**config.mk**
```make
export PLATFORM = sky130hd
export DESIGN_NAME = frame_feature_extractor
export DESIGN_NICKNAME = d
export VERILOG_FILES = /design/src/rtl/i2s_feat_pkg.sv /design/src/rtl/frame_feature_extractor_mean.sv /design/src/rtl/frame_feature_extractor.sv
export SDC_FILE = /design/constraint.sdc
export NUM_CORES = 1
export LEC_CHECK = 0
export BUFFER_PORTS_ARGS = -buffer_cell sky130_fd_sc_hd__buf_2
export CORE_MARGIN = 8
export CORE_UTILIZATION = 40
export DETAILED_ROUTE_END_ITERATION = 8
export GPL_ROUTABILITY_DRIVEN = 0
export SKIP_CTS_REPAIR_TIMING = 1
export SYNTH_ARGS = -nofsm -noshare
export SYNTH_HDL_FRONTEND = slang
export SYNTH_SLANG_ARGS = --single-unit
```
**constraint.sdc**
```tcl
create_clock -name i_sys_clk -period 16.9 [get_ports i_sys_clk]
set_clock_uncertainty 0.1 [all_clocks]
set_input_delay 3.38 -clock i_sys_clk [delete_from_list [all_inputs] [get_ports i_sys_clk]]
set_output_delay 3.38 -clock i_sys_clk [all_outputs]
set_load 0.1 [all_outputs]
```
**src/rtl/i2s_feat_pkg.sv**
```systemverilog
`default_nettype none
// ============================================================================
// i2s_feat_pkg: shared constants, FSM state type and centring clamp.
// Rev 1.0
// ============================================================================
package i2s_feat_pkg;

  localparam int DW_DEFAULT = 16;
  localparam int FL_DEFAULT = 8;
  localparam int FRAME_LEN  = 2 ** FL_DEFAULT;
  localparam int ZCR_W      = FL_DEFAULT + 1;
  localparam int STE_W      = 2 * DW_DEFAULT + FL_DEFAULT;

  typedef enum logic [0:0] {
    WARMUP = 1'b0,
    RUN    = 1'b1
  } state_e;

  // a - b at one extra bit; overflow shows up as the top two bits disagreeing.
  function automatic logic [DW_DEFAULT-1:0] sat_sub(input logic [DW_DEFAULT-1:0] a,
                                                    input logic [DW_DEFAULT-1:0] b);
    logic [DW_DEFAULT:0] diff;
    diff = {a[DW_DEFAULT-1], a} - {b[DW_DEFAULT-1], b};
    if (diff[DW_DEFAULT] != diff[DW_DEFAULT-1])
      return {diff[DW_DEFAULT], {(DW_DEFAULT-1){~diff[DW_DEFAULT]}}};
    return diff[DW_DEFAULT-1:0];
  endfunction

endpackage
`default_nettype wire

```
**src/rtl/frame_feature_extractor_mean.sv**
```systemverilog
`default_nettype none
// ============================================================================
// frame_mean_tracker: raw-sample sum, frame counter and per-frame mean register.
// Rev 1.0
// ============================================================================
module frame_mean_tracker #(
  parameter int DATA_WIDTH = 16,
  parameter int FRAME_LOG2 = 8
) (
  input  logic                  clk_i,
  input  logic                  rst_ni,
  input  logic                  restart_i,
  input  logic                  vld_i,
  input  logic [DATA_WIDTH-1:0] data_i,
  output logic                  last_o,
  output logic [DATA_WIDTH-1:0] mean_o
);

  localparam int SUM_W = DATA_WIDTH + FRAME_LOG2;

  logic [FRAME_LOG2-1:0] cnt_q, cnt_d;
  logic [SUM_W-1:0]      sum_q, sum_d, w_sum_nxt;
  logic [DATA_WIDTH-1:0] mean_q, mean_d;

  assign w_sum_nxt = sum_q + {{FRAME_LOG2{data_i[DATA_WIDTH-1]}}, data_i};
  assign last_o    = vld_i && (cnt_q == '1);
  assign mean_o    = mean_q;

  always_comb begin
    cnt_d  = cnt_q;
    sum_d  = sum_q;
    mean_d = mean_q;
    if (restart_i) begin
      cnt_d  = '0;
      sum_d  = '0;
      mean_d = '0;
    end else if (vld_i) begin
      cnt_d = cnt_q + FRAME_LOG2'(1);
      if (last_o) begin
        // Taking the top bits is the floor-division arithmetic shift.
        mean_d = w_sum_nxt[SUM_W-1:FRAME_LOG2];
        sum_d  = '0;
      end else begin
        sum_d = w_sum_nxt;
      end
    end
  end

  always_ff @(posedge clk_i or negedge rst_ni) begin
    if (!rst_ni) begin
      cnt_q  <= '0;
      sum_q  <= '0;
      mean_q <= '0;
    end else begin
      cnt_q  <= cnt_d;
      sum_q  <= sum_d;
      mean_q <= mean_d;
    end
  end

endmodule
`default_nettype wire

```
**src/rtl/frame_feature_extractor.sv**
```systemverilog
`default_nettype none
// ============================================================================
// frame_feature_extractor: DC removal plus per-frame ZCR, energy and mean.
// Rev 1.0
// ============================================================================
module frame_feature_extractor
  import i2s_feat_pkg::*;
#(
  parameter int DATA_WIDTH = DW_DEFAULT,
  parameter int FRAME_LOG2 = FL_DEFAULT
) (
  input  logic                               i_sys_clk,
  input  logic                               i_sys_rst_n,
  input  logic                               i_restart,
  input  logic [DATA_WIDTH-1:0]              i_data,
  input  logic                               i_vld,
  output logic [DATA_WIDTH-1:0]              o_cent,
  output logic                               o_cent_vld,
  output logic [FRAME_LOG2:0]                o_zcr,
  output logic [2*DATA_WIDTH+FRAME_LOG2-1:0] o_ste,
  output logic [DATA_WIDTH-1:0]              o_mean,
  output logic                               o_frame_vld,
  output logic                               o_warm
);

  localparam int ZW = FRAME_LOG2 + 1;
  localparam int PW = 2 * DATA_WIDTH;
  localparam int SW = PW + FRAME_LOG2;

  state_e                 state_q, state_d;
  logic                   w_acc, w_last;
  logic [DATA_WIDTH-1:0]  w_mean, w_mean_eff, w_cent;
  logic signed [PW-1:0]   w_sq;
  logic [ZW-1:0]          w_zcr_sum;
  logic [SW-1:0]          w_ste_sum;

  logic [DATA_WIDTH-1:0]  cent_q;
  logic                   cent_vld_q, last1_q;
  logic [PW-1:0]          sq_q;
  logic                   zc_q, vld2_q, last2_q, prev_neg_q, have_prev_q;
  logic [ZW-1:0]          zcr_acc_q, zcr_q;
  logic [SW-1:0]          ste_acc_q, ste_q;
  logic [DATA_WIDTH-1:0]  mean_pub_q;
  logic                   frame_vld_q;

  // A sample coinciding with restart is dropped.
  assign w_acc = i_vld && !i_restart;

  frame_mean_tracker #(
    .DATA_WIDTH(DATA_WIDTH),
    .FRAME_LOG2(FRAME_LOG2)
  ) u_mean (
    .clk_i    (i_sys_clk),
    .rst_ni   (i_sys_rst_n),
    .restart_i(i_restart),
    .vld_i    (w_acc),
    .data_i   (i_data),
    .last_o   (w_last),
    .mean_o   (w_mean)
  );

  assign w_mean_eff = (state_q == RUN) ? w_mean : '0;

  generate
    if (DATA_WIDTH == DW_DEFAULT) begin : g_sat_pkg
      assign w_cent = sat_sub(i_data, w_mean_eff);
    end else begin : g_sat_generic
      logic [DATA_WIDTH:0] w_diff;
      assign w_diff = {i_data[DATA_WIDTH-1], i_data} - {w_mean_eff[DATA_WIDTH-1], w_mean_eff};
      assign w_cent = (w_diff[DATA_WIDTH] != w_diff[DATA_WIDTH-1])
                    ? {w_diff[DATA_WIDTH], {(DATA_WIDTH-1){~w_diff[DATA_WIDTH]}}}
                    : w_diff[DATA_WIDTH-1:0];
    end
  endgenerate

  assign w_sq      = $signed(cent_q) * $signed(cent_q);
  assign w_zcr_sum = zcr_acc_q + ZW'(zc_q);
  assign w_ste_sum = ste_acc_q + SW'(sq_q);

  always_comb begin
    state_d = state_q;
    if (i_restart)
      state_d = WARMUP;
    else if (state_q == WARMUP && w_last)
      state_d = RUN;
  end

  always_ff @(posedge i_sys_clk or negedge i_sys_rst_n) begin
    if (!i_sys_rst_n)
      state_q <= WARMUP;
    else
      state_q <= state_d;
  end

  always_ff @(posedge i_sys_clk or negedge i_sys_rst_n) begin
    if (!i_sys_rst_n) begin
      cent_q      <= '0;
      cent_vld_q  <= 1'b0;
      last1_q     <= 1'b0;
      sq_q        <= '0;
      zc_q        <= 1'b0;
      vld2_q      <= 1'b0;
      last2_q     <= 1'b0;
      prev_neg_q  <= 1'b0;
      have_prev_q <= 1'b0;
      zcr_acc_q   <= '0;
      ste_acc_q   <= '0;
      zcr_q       <= '0;
      ste_q       <= '0;
      mean_pub_q  <= '0;
      frame_vld_q <= 1'b0;
    end else begin
      cent_vld_q  <= w_acc;
      last1_q     <= w_last;
      if (w_acc)
        cent_q <= w_cent;

      vld2_q      <= cent_vld_q && !i_restart;
      last2_q     <= last1_q;
      if (i_restart) begin
        prev_neg_q  <= 1'b0;
        have_prev_q <= 1'b0;
      end else if (cent_vld_q) begin
        sq_q        <= $unsigned(w_sq);
        zc_q        <= have_prev_q && (cent_q[DATA_WIDTH-1] != prev_neg_q);
        prev_neg_q  <= cent_q[DATA_WIDTH-1];
        have_prev_q <= 1'b1;
      end

      // Publishing reseeds the accumulators so the next frame starts bubble-free.
      frame_vld_q <= 1'b0;
      if (i_restart) begin
        zcr_acc_q <= '0;
        ste_acc_q <= '0;
      end else if (vld2_q) begin
        if (last2_q) begin
          zcr_acc_q   <= '0;
          ste_acc_q   <= '0;
          zcr_q       <= w_zcr_sum;
          ste_q       <= w_ste_sum;
          mean_pub_q  <= w_mean;
          frame_vld_q <= 1'b1;
        end else begin
          zcr_acc_q <= w_zcr_sum;
          ste_acc_q <= w_ste_sum;
        end
      end
    end
  end

  assign o_cent      = cent_q;
  assign o_cent_vld  = cent_vld_q;
  assign o_zcr       = zcr_q;
  assign o_ste       = ste_q;
  assign o_mean      = mean_pub_q;
  assign o_frame_vld = frame_vld_q;
  assign o_warm      = (state_q == RUN);

endmodule
`default_nettype wire

```
Yosys cells after proc, flatten, opt, wreduce, memory -nomap -nowiden
Cells that the tools add are included.
Widths: inputs -> output; s select.
{"block": "op_classes", "multipliers": 1, "n_eq_ne": 3, "n_reduce_logical": 14, "n_addsub": 5, "bitwise_logic": 3, "mux": 27}
{"op": "$mux 40", "n": 3}
{"op": "$mux 16", "n": 6}
{"op": "$mux 24", "n": 3}
{"op": "$add 40x32->40", "n": 1}
{"op": "$mul 16x16->32", "n": 1}
{"op": "$mux 9", "n": 3}
{"op": "$add 24x24->24", "n": 1}
{"op": "$sub 16x16->17", "n": 1}
{"op": "$mux 8", "n": 2}
{"op": "$mux 1", "n": 10}
{"op": "$reduce_bool 2->1", "n": 5}
{"op": "$add 9x1->9", "n": 1}
{"op": "$add 8x1->8 const B", "n": 1}
{"op": "$eq 8x8->1 const B", "n": 1}
{"op": "$logic_and 1x1->1", "n": 5}
{"op": "$reduce_and 2->1", "n": 2}
{"op": "$not 1->1", "n": 3}
{"op": "$reduce_and 3->1", "n": 1}
{"op": "$ne 1x1->1", "n": 2}
{"op": "$logic_not 1->1", "n": 1}
{"block": "word_totals", "ff_bits": 219}

Logic depth before layout (Yosys ltp)
Gate-level depths: netlist of run 1.
{"block": "logic_depth", "word_depth": 6, "ltp_mapped": 25, "depth_no_buf": 23}

Hierarchy
A second synthesis of run 1 with hierarchy kept.
{"block": "hier_totals", "cells_unflattened": 2319, "hier_area_um2": 21267.9}
{"mod": "frame_feature_extractor", "area_each_um2": 18157.4, "n_inst": 1, "cells_per_inst": 2002}
{"mod": "frame_mean_tracker", "area_each_um2": 3110.5, "n_inst": 1, "cells_per_inst": 317}

Worst setup path before layout of run 1
Ideal clock, no wire load.
{"block": "synth_path", "path_type": "register -> register", "startpoint": "reg cent_q[15], in the netlist o_cent[15]", "endpoint": "reg sq_q[31]", "setup_slack_ns": 9.820, "t_required_ns": 16.670, "period_less_slack_ns": 7.080, "arrival_ns": 6.850, "path_stages_with_launch": 22, "cell_sequence": "dfrtp_1 > clkbuf_1 > clkinv_1 > buf_1 > nor2_1 > fa_1 > fa_1 > fa_1 > fa_1 > fa_1 > inv_1 > fa_1 > inv_1 > ha_1 > a21o_1 > a21o_1 > a22oi_1 > a31oi_1 > a221o_1 > a221oi_1 > xnor2_1 > o21ai_1"}
{"block": "synth_via", "elab_chain_cells": 1}
{"element": "from (decl)", "line": "frame_feature_extractor.sv:37", "text": "logic [DATA_WIDTH-1:0] cent_q;"}
{"element": "from (signal assigned)", "line": "frame_feature_extractor.sv:116", "text": "cent_q <= w_cent;"}
{"element": "$mul 16x16->32", "line": "frame_feature_extractor.sv:76", "text": "assign w_sq = $signed(cent_q) * $signed(cent_q);"}
{"element": "to (signal assigned)", "line": "frame_feature_extractor.sv:124", "text": "sq_q <= $unsigned(w_sq);"}
{"element": "to (decl)", "line": "frame_feature_extractor.sv:39", "text": "logic [PW-1:0] sq_q;"}
Every way passes these cells.
A chain may end at the register's enable or synchronous reset.

Worst setup path after layout of run 1
Same ends and word-level chain as after synthesis.

==> flow_summary_export.csv, run 1 <==
group,metric,value,unit
critical_path,cp_max_fo,19,
drt,drt-total-wl,50700,um
drt,vias,15737,
cts,tritoncts,"yes",
critical_path,critical_path.top_delay_family,"adder cells",
sta,final.setup.tns,0,ns
worst_hold_path,hp-class,"reg2reg",
drt,drtAntennaViolNets,0,
global_route,grt_overflow_total,0,
die,core,51400,sq um
sta,slew_headroom,16.4,%
drt,drt_iter0_drc,937,
critical_path,cp-end-kind,"flop",
drt,first_pass_iters,7,
die,rows,83,
critical_path,critPathSlowestCell,"dfrtp_1",
die,floorplan.die.width,244,um
drt,drc_errors,0,
layout,areaGrowthSynthToFinish,10.4,%
job,maxCapViolCount,0,
layout,fillCellCount,4992,
critical_path,crit_arrival,7.89,ns
die,die_h,244,um
placement,dpl.hpwl,39600,um
synthesis,synth_enable_flop_cells,0,
global_route,grt_max_degree,137,
synthesis,yosysSeqAreaShare,26.2,%
critical_path,crit_cells,19,
critical_path,cp_cell_sequence,"clkinv_1 -> nor2_1 -> fa_1 -> fa_1 -> fa_1 -> fa_1 -> fa_1 -> inv_1 -> fa_1 -> inv_1 -> ha_1 -> a21o_1 -> a21o_1 -> a22oi_1 -> a31oi_1 -> a221o_1 -> a221oi_1 -> xnor2_1 -> o21ai_1",
critical_path,ff2ff_path_depth,19,
critical_path,cp.required,17.21,ns
sta,hold_violations,0,
cts,clock_path_buffers,3,
sta,worst_pin_slew,1.25,ns
cts,clock_tree.root_cell,"clkbuf_16",
global_route,grt_pass1_vias,16762,
synthesis,async_flop_share,100,%
critical_path,critical_path_class,"reg2reg",
critical_path,r2r_slack,9.32,ns
drt,via_per_inst,5.15,
global_route,antenna_found_initial,0,
synthesis,synth-main-ff-cell,"dfrtp_1",
global_route,grt.total_usage,17.3,%
cts,cts_buffers,26,
drt,routedWlPerCell,16.6,um
layout,nets,2777,
worst_hold_path,hold_end,"last2_q$_DFF_PN0_",
synthesis,yosysUniqueCellTypes,68,
sta,rsz0062_at_grt,"no",
sta,timing.final.crit_share,44.8,%
critical_path,r2r-start,"o_cent[15]$_DFFE_PN0P_",
sta,max_freq,132,MHz
cts,clk_latency,0.55,ns
cts,cts_sinks,218,
global_route,grt_pass1_wl,85700,um
worst_hold_path,min_from,"last1_q$_DFF_PN0_",
synthesis,postSynthCellCount,2292,
layout,drive_above_1_share,7.75,%
die,dieArea,59700,sq um
die,start_util,40.5,%
synthesis,yosysWarnings,0,
critical_path,crit_buf_inv,3,
cts,cts.clk_slew.worst_paths,0.07,ns
critical_path,slowest_delay,0.78,ns
critical_path,start_kind,"flop",
synthesis,synth_nets,2713,
synthesis,syn_area,20800,sq um
run_status,status,"finished, final reports clean",
cts,htree_levels,1,
sta,setup_viol_count_final,0,
die,io-pin-count,104,
critical_path,crit_top_cell,"fa_1",
placement,io_buffers,103,
critical_path,regToRegEndpoint,"sq_q[31]$_DFFE_PN0P_",
worst_hold_path,hold_path_depth,0,
sta,drv_slew,0,
layout,antenna_cells,0,
sta,layout_min_cycle_time,7.58,ns
synthesis,syn_area_per_cell,9.09,sq um
synthesis,yosys_register_bits,218,
-- worst reg2reg max path: cells and delay by family (launching register included) --
kind	cells	cell delay, ns
buf+inv	3	0.79
flops	1	0.78
fa+ha+maj	7	3.45
compound gates	7	1.74
simple gates	1	0.41
xor+xnor	1	0.17
-- metal layers --
layer / track usage, % / share of wire [%] / routed length [um] / up-vias
li1: - / - / - / 7524
met1: 21.6 / 43 / 21700 / 7818
met2: 31.5 / 51 / 25900 / 331
met3: 2.35 / 4.0 / 2050 / 64
met4: 3.82 / 2.1 / 1070 / 0
met5: 0 / 0 / 0 / -
-- registers in the layout (all words and copies together) (netlist names) --
register	cells
o_cent	16
o_frame_vld	1
o_zcr	9
o_warm	1
sq_q	31
ste_acc_q	40
u_mean.sum_q	24
have_prev_q	1
u_mean.mean_o	16
last1_q	1
zc_q	1
vld2_q	1
last2_q	1
zcr_acc_q	9
o_ste	40
o_mean	16
u_mean.cnt_q	8
o_cent_vld	1
prev_neg_q	1
-- worst max path at each step --
stage	slack, ns	endpoint	from
after floorplan	9.82	sq_q[31]$_DFFE_PN0P_	o_cent[15]$_DFFE_PN0P_
after global placement	9.62	sq_q[31]$_DFFE_PN0P_	o_cent[15]$_DFFE_PN0P_
after detailed placement	9.37	sq_q[31]$_DFFE_PN0P_	o_cent[15]$_DFFE_PN0P_
after CTS	9.33	sq_q[31]$_DFFE_PN0P_	o_cent[15]$_DFFE_PN0P_
after global routing	8.80	sq_q[30]$_DFFE_PN0P_	o_cent[15]$_DFFE_PN0P_
final	9.32	sq_q[31]$_DFFE_PN0P_	o_cent[15]$_DFFE_PN0P_
-- layout by cell type, fill, tap and decap left out, types with 9 or more instances in the layout --
| cell | n |
|---|---|
| and2_1 | 44 |
| o21bai_1 | 10 |
| a21o_1 | 53 |
| o31ai_1 | 13 |
| ha_1 | 165 |
| xnor2_1 | 66 |
| a22o_1 | 16 |
| nand3_1 | 13 |
| xor2_1 | 62 |
| buf_2 | 102 |
| and3_1 | 24 |
| o21a_1 | 15 |
| nor2b_1 | 9 |
| a31oi_1 | 20 |
| buf_4 | 13 |
| nor3_1 | 12 |
| a21oi_1 | 89 |
| clkbuf_16 | 27 |
| inv_1 | 369 |
| nand2_1 | 363 |
| nor2_1 | 90 |
| o21ai_0 | 173 |
| nand2b_1 | 17 |
| o21ai_1 | 10 |
| fa_1 | 236 |
| maj3_1 | 14 |
| dfrtp_1 | 218 |
-- stage by stage --
step	hold WS (ns)	cells	instance area (sq um)	setup slack (ns)	utilization, %
2_1_floorplan	0.231	2292	20800	9.82	-
3_3_place_gp	0.238	3008	22000	9.62	42.8
3_5_place_dp	0.235	3008	22000	9.37	42.8
4_1_cts	0.248	3055	23000	9.33	44.8
5_1_grt	0.274	3055	23000	8.80	44.8
6_report	0.247	3055	23000	9.32	44.8
-- area by class of cell --
class	instances	area (sq um)	share of cell area, %
Multi-Input combinational cell	1624	13700	59.5
Sequential cell	218	5460	23.7
Inverter	370	1390	6.04
Tap cell	680	851	3.70
Clock buffer	33	738	3.21
Timing Repair Buffer	116	623	2.71
Clock inverter	14	256	1.11
-- cells by family after synthesis --
logic type	synth area share (%)
buffers and inverters	8.15
DFF	26.2
xor gates and xnor gates	5.46
and+or+nand+nor	13.0
adders and majority gates	33.3
muxes	0.246
AOI/OAI and AO/OA	13.7
-- synthesized netlist by cell type, drive strengths merged, types with 8 or more instances --
cell      n  share of area (%)
inv     369                6.6
nand2   363                6.5
fa      236                 23
dfrtp   218                 26
o21ai   183                4.4
ha      165                9.9
nor2     91                1.6
a21oi    89                2.1
clkbuf   72                1.3
xnor2    66                2.8
xor2     63                2.7
a21o     53                1.9
and2     44                1.3
and3     24               0.72
a31oi    20               0.60
nand2b   18               0.54
a22o     16               0.67
o21a     15               0.54
maj3     14               0.67
nand3    13               0.31
o31ai    13               0.47
nor3     12               0.29
o21bai   10               0.36
nor2b     9               0.27
a31o      8               0.34
buf       8               0.19
nand4     8               0.24
Power of run 1 is left out: the tool's default activity adds up to more than one toggle a clock period on the data nets, which glitch-free logic cannot reach.
==> run 2: changes to the inputs <==
ABC_AREA = 1   (was unset)
clock period = 6.8 ns   (was 16.9 ns; I/O delays follow)
==> run 2 against run 1 <==
Net effect:
- hold slack improved by 0.0074 ns
- global-route usage rose by 2.1 points
- count of clock-buffer cells in the layout did not move
- fmax grew 19%
- die area increased by 11%
- wire length grew 27%
- core utilization fell by 0.48 points
- critical path depth rose by 3
==> flow_summary_export.csv, run 2 <==
group,metric,value,unit
sta,worst_pin_slew,0.977,ns
synthesis,yosysSeqAreaShare,23.4,%
drt,routedWlPerCell,15.8,um
die,dieArea,66300,sq um
synthesis,yosys.area_share.adder,29.1,%
sta,layout_min_cycle_time,6.35,ns
cts,cts.clk_slew.worst_paths,0.07,ns
critical_path,crit_arrival,6.68,ns
sta,drv_slew,0,
global_route,antenna_found_initial,1,
synthesis,synth_commonest_cells,"1001 x nand2_1, 672 x inv_1, 236 x fa_1, 218 x dfrtp_1, 187 x nor2_1",
global_route,grt_pass1_wl,106000,um
synthesis,yosysUniqueCellTypes,46,
synthesis,yosysTopAreaCell,"dfrtp_1",
synthesis,synth_top_family_by_area,"adder cells",
worst_hold_path,hp-class,"reg2reg",
cts,clock_path_buffers,3,
cts,cts_buffers,25,
synthesis,synth_xor_area_share,2.22,%
die,core,57700,sq um
drt,drt_iter0_drc,1274,
synthesis,synth.area.mux_share,0.0483,%
critical_path,cp-end-kind,"flop",
sta,max_freq,158,MHz
sta,setup_viol_count_final,0,
critical_path,critical_path_class,"reg2reg",
critical_path,crit_buf_inv,4,
synthesis,synth_compound_area_share,6.45,%
critical_path,critPathSlowestCell,"dfrtp_1",
cts,cts_sinks,218,
synthesis,syn_area_per_cell,7.30,sq um
placement,io_buffers,103,
sta,slew_headroom,34.9,%
layout,areaGrowthSynthToFinish,9.58,%
drt,drc_errors,0,
critical_path,start_kind,"flop",
worst_hold_path,min_from,"last1_q$_DFF_PN0_",
die,rows,88,
die,start_util,40.4,%
drt,drtAntennaViolNets,0,
layout,mostFrequentLayoutCells,"1001 x nand2_1, 671 x inv_1, 236 x fa_1, 218 x dfrtp_1, 184 x nor2_1",
die,floorplan.die.width,257,um
drt,via_per_inst,4.84,
synthesis,yosys_register_bits,218,
critical_path,cp-startpoint,"o_cent[15]$_DFFE_PN0P_",
sta,rsz0062_at_grt,"no",
run_status,status,"finished, final reports clean",
layout,mostFrequentLayoutCell,"nand2_1",
layout,antenna_cells,0,
critical_path,critical_path.top_delay_family,"adder cells",
synthesis,synth_enable_flop_cells,0,
die,die_h,257,um
cts,clk_latency,0.54,ns
layout,fillCellCount,6001,
critical_path,crit_top_cell,"fa_1",
global_route,grt_pass1_vias,19983,
global_route,grt_max_degree,168,
drt,vias,19663,
synthesis,yosys.area.top_type_share,23.4,%
sta,timing.final.crit_share,93.3,%
job,maxCapViolCount,0,
drt,first_pass_iters,9,
global_route,grt_overflow_total,0,
critical_path,cp.required,7.13,ns
synthesis,async_flop_share,100,%
layout,drive_above_1_share,6.89,%
die,io-pin-count,104,
synthesis,synth_nets,3616,
synthesis,synth-main-ff-cell,"dfrtp_1",
critical_path,cp_cell_sequence,"inv_1 -> nor2_1 -> xnor2_1 -> ha_1 -> a31o_2 -> fa_1 -> fa_1 -> fa_1 -> fa_1 -> inv_1 -> fa_1 -> inv_1 -> ha_1 -> nand2_1 -> nor2_1 -> inv_1 -> nor2_1 -> nand4_1 -> nand3_1 -> nand2_1 -> nand3_1 -> nand2_1",
synthesis,yosysWarnings,0,
sta,hold_violations,0,
drt,drt-total-wl,64300,um
critical_path,r2r-start,"o_cent[15]$_DFFE_PN0P_",
cts,clock_tree.root_cell,"clkbuf_16",
synthesis,synth_area_leaders,"dfrtp_1 23%, fa_1 20%, nand2_1 16%",
sta,final.setup.tns,0,ns
layout,nets,3700,
placement,dpl.hpwl,52500,um
cts,tritoncts,"yes",
cts,htree_levels,1,
synthesis,postSynthCellCount,3195,
global_route,grt.total_usage,19.4,%
critical_path,slowest_delay,0.76,ns
synthesis,syn_area,23300,sq um
critical_path,cp_max_fo,20,
synthesis,synthSimpleGateAreaFrac,26.5,%
synthesis,synth.most_common_cell,"nand2_1",
run 2: worst paths after layout:
path                       cells past startpoint                      endpoint  slack, ns
max in group asynchronous                      2  u_mean.sum_q[12]$_DFFE_PN0P_       4.71
hold / removal                                 0             last2_q$_DFF_PN0_       0.25
setup / recovery                              22          sq_q[20]$_DFFE_PN0P_       0.45
setup reg to reg                              22          sq_q[20]$_DFFE_PN0P_       0.45
min in group asynchronous                      1         o_ste[19]$_DFFE_PN0P_       0.62
hold reg to reg                                0             last2_q$_DFF_PN0_       0.25
run 2: cell type report:
class / instances / area (sq um) / share of cell area [%]
clock buffers: 33 / 696 / 2.72
repair buffers: 131 / 748 / 2.93
multi-input cells: 2224 / 15000 / 58.8
clock inverters: 10 / 115 / 0.451
inverters: 679 / 2550 / 9.97
well taps: 765 / 957 / 3.75
flip-flops and latches: 218 / 5460 / 21.4
run 2: stage by stage:
step,instance area [sq um],hold slack (ns),setup WS (ns),util [%],instances
floorplan,23300,0.231,0.117,-,3195
global placement,24700,0.236,0.618,42.9,4017
detailed placement,24700,0.240,0.527,42.9,4017
CTS,25600,0.255,0.476,44.3,4060
global route,25600,0.272,0.0536,44.3,4060
finish,25600,0.255,0.453,44.3,4060
run 2: cell families (layout without fill, tap and decap cells):
logic type,count (synthesis),after routing
buffers and inverters,753,853
AO/OA/AOI/OAI,268,268
XOR/XNOR,59,59
multiplexers,1,1
adder cells (fa/ha/maj),401,401
AND/OR/NAND/NOR,1495,1495
flip-flops,218,218
run 2: metal layers:
metal | part of all wire [%] | track usage, % | wire [um]
met5 | 0.020 | 0 | 13
met2 | 48 | 33.8 | 30900
met3 | 4.1 | 2.22 | 2660
met4 | 2.1 | 3.91 | 1370
met1 | 46 | 25.9 | 29400
Power of run 2 is left out for the same reason.
==> run 3: changes to the inputs <==
==> constraint.sdc (replaced) <==
create_clock -name i_sys_clk -period 6.8 [get_ports i_sys_clk]
set_clock_uncertainty 0.1 [all_clocks]
set_input_delay 0.34 -clock i_sys_clk [delete_from_list [all_inputs] [get_ports i_sys_clk]]
set_output_delay 0.34 -clock i_sys_clk [all_outputs]
set_load 0.1 [all_outputs]
==> run 3 against run 2 <==
Net effect:
- final cell count hardly changed
- first-iteration DRC count up 1.9%
- fmax increased by 1.2%
- global-route usage grew 0.075 points
- critical path type unchanged
- count of clock-buffer cells in the layout fell by 4
- hold slack got worse by 0.19 ns
- die area unchanged
==> flow_summary_export.csv, run 3 (synthesized netlist as in run 2, its figures left out) <==
group,metric,value,unit
critical_path,crit_arrival,6.61,ns
sta,layout_min_cycle_time,6.27,ns
critical_path,cp-end-kind,"flop",
drt,via_per_inst,4.87,
global_route,grt_overflow_total,0,
drt,drtAntennaViolNets,0,
critical_path,critPathSlowestCell,"fa_1",
critical_path,cp_cell_sequence,"nand2_1 -> inv_1 -> fa_1 -> fa_1 -> inv_1 -> fa_1 -> inv_1 -> fa_1 -> fa_1 -> inv_1 -> fa_1 -> inv_1 -> ha_1 -> nand2_1 -> nor3_1 -> o21ai_0 -> nand3_1 -> nand2_1 -> nand3_1 -> nand2_1",
layout,antenna_cells,0,
die,start_util,40.4,%
critical_path,cp_max_fo,20,
die,core,57700,sq um
cts,cts_sinks,218,
cts,tritoncts,"yes",
die,rows,88,
job,maxCapViolCount,0,
global_route,grt_max_degree,157,
critical_path,crit_top_cell,"fa_1",
placement,dpl.hpwl,52300,um
sta,final.setup.tns,0,ns
die,floorplan.die.width,257,um
sta,max_freq,159,MHz
drt,vias,19786,
drt,drt-total-wl,64500,um
layout,areaGrowthSynthToFinish,9.99,%
global_route,grt_pass1_vias,20208,
cts,htree_levels,1,
die,die_h,257,um
drt,routedWlPerCell,15.9,um
drt,drt_iter0_drc,1298,
run_status,status,"finished, final reports clean",
sta,rsz0062_at_grt,"no",
die,io-pin-count,104,
layout,mostFrequentLayoutCell,"nand2_1",
cts,clock_tree.root_cell,"clkbuf_16",
global_route,antenna_found_initial,1,
sta,slew_headroom,39.0,%
sta,worst_pin_slew,0.915,ns
cts,cts.clk_slew.worst_paths,0.07,ns
layout,nets,3701,
critical_path,critical_path_class,"reg2reg",
sta,timing.final.crit_share,92.2,%
critical_path,critical_path.top_delay_family,"adder cells",
cts,clock_path_buffers,3,
global_route,grt.total_usage,19.5,%
die,dieArea,66300,sq um
critical_path,cp.required,7.13,ns
critical_path,slowest_delay,0.84,ns
sta,hold_violations,0,
cts,clk_latency,0.54,ns
critical_path,crit_buf_inv,5,
layout,drive_above_1_share,6.91,%
placement,io_buffers,103,
sta,setup_viol_count_final,0,
global_route,grt_pass1_wl,107000,um
sta,drv_slew,0,
cts,cts_buffers,25,
drt,first_pass_iters,6,
worst_hold_path,hp-class,"in2reg",
layout,mostFrequentLayoutCells,"1001 x nand2_1, 671 x inv_1, 236 x fa_1, 218 x dfrtp_1, 184 x nor2_1",
critical_path,start_kind,"flop",
layout,fillCellCount,6026,
drt,drc_errors,0,
==> run 3: cell types whose count changed in the layout (fill, tap and decap cells not counted) <==
cell,delta
clkbuf_8,-4
clkinv_4,-3
inv_8,+1
dlygate4sd3_1,+2
buf_4,-1
inv_6,+1
clkinvlp_4,+3
bufinv_16,+4
==> run 3: worst paths after layout <==
check,start,cells past startpoint,slack (ns),endpoint
worst max-delay path,o_cent[15]$_DFFE_PN0P_,20,0.53,sq_q[25]$_DFFE_PN0P_
worst min-delay path,i_restart,2,0.07,have_prev_q$_DFFE_PN0P_
worst max register to register,o_cent[15]$_DFFE_PN0P_,20,0.53,sq_q[25]$_DFFE_PN0P_
worst min register to register,last1_q$_DFF_PN0_,0,0.25,last2_q$_DFF_PN0_
max in group asynchronous,i_sys_rst_n,3,5.11,o_cent[4]$_DFFE_PN0P_
min in group asynchronous,i_sys_rst_n,2,0.23,o_ste[18]$_DFFE_PN0P_
==> run 3: metrics by stage <==
| step | instances | area [sq um] | hold slack, ns | util [%] | setup WS [ns] |
|---|---|---|---|---|---|
| floorplan | 3195 | 23300 | -0.0556 | - | 0.117 |
| global placement | 4016 | 24700 | 0.223 | 42.9 | 0.523 |
| detailed placement | 4016 | 24700 | 0.226 | 42.9 | 0.556 |
| CTS | 4061 | 25600 | -0.359 | 44.4 | 0.547 |
| global route | 4063 | 25600 | 0.0707 | 44.4 | 0.165 |
| finish | 4063 | 25600 | 0.0657 | 44.4 | 0.528 |
==> run 3: final cells by class <==
type / instances / area [sq um] / share of cell area (%)
multi-input combinational: 2224 / 15000 / 58.6
clock inverter: 16 / 251 / 0.981
tap: 765 / 957 / 3.73
timing repair buffer: 132 / 761 / 2.97
inverter: 679 / 2550 / 9.94
clock buffer: 29 / 641 / 2.50
sequential: 218 / 5460 / 21.3
==> run 3: layer usage <==
layer	global-route usage, %	routed length [um]
met3	2.33	2880
met2	33.0	30200
met1	26.3	29500
met5	0	13
met4	4.92	1860
==> run 3: worst reg2reg max path: stages, from the launching register on <==
cell and delay, ns:
dfrtp_1 0.72, nand2_1 0.21, inv_1 0.12, fa_1 0.57, fa_1 0.84, inv_1 0.16
fa_1 0.50, inv_1 0.05, fa_1 0.49, fa_1 0.49, inv_1 0.05, fa_1 0.47
inv_1 0.04, ha_1 0.38, nand2_1 0.16, nor3_1 0.31, o21ai_0 0.22, nand3_1 0.11
nand2_1 0.05, nand3_1 0.10, nand2_1 0.06
Power of run 3 is left out for the same reason.
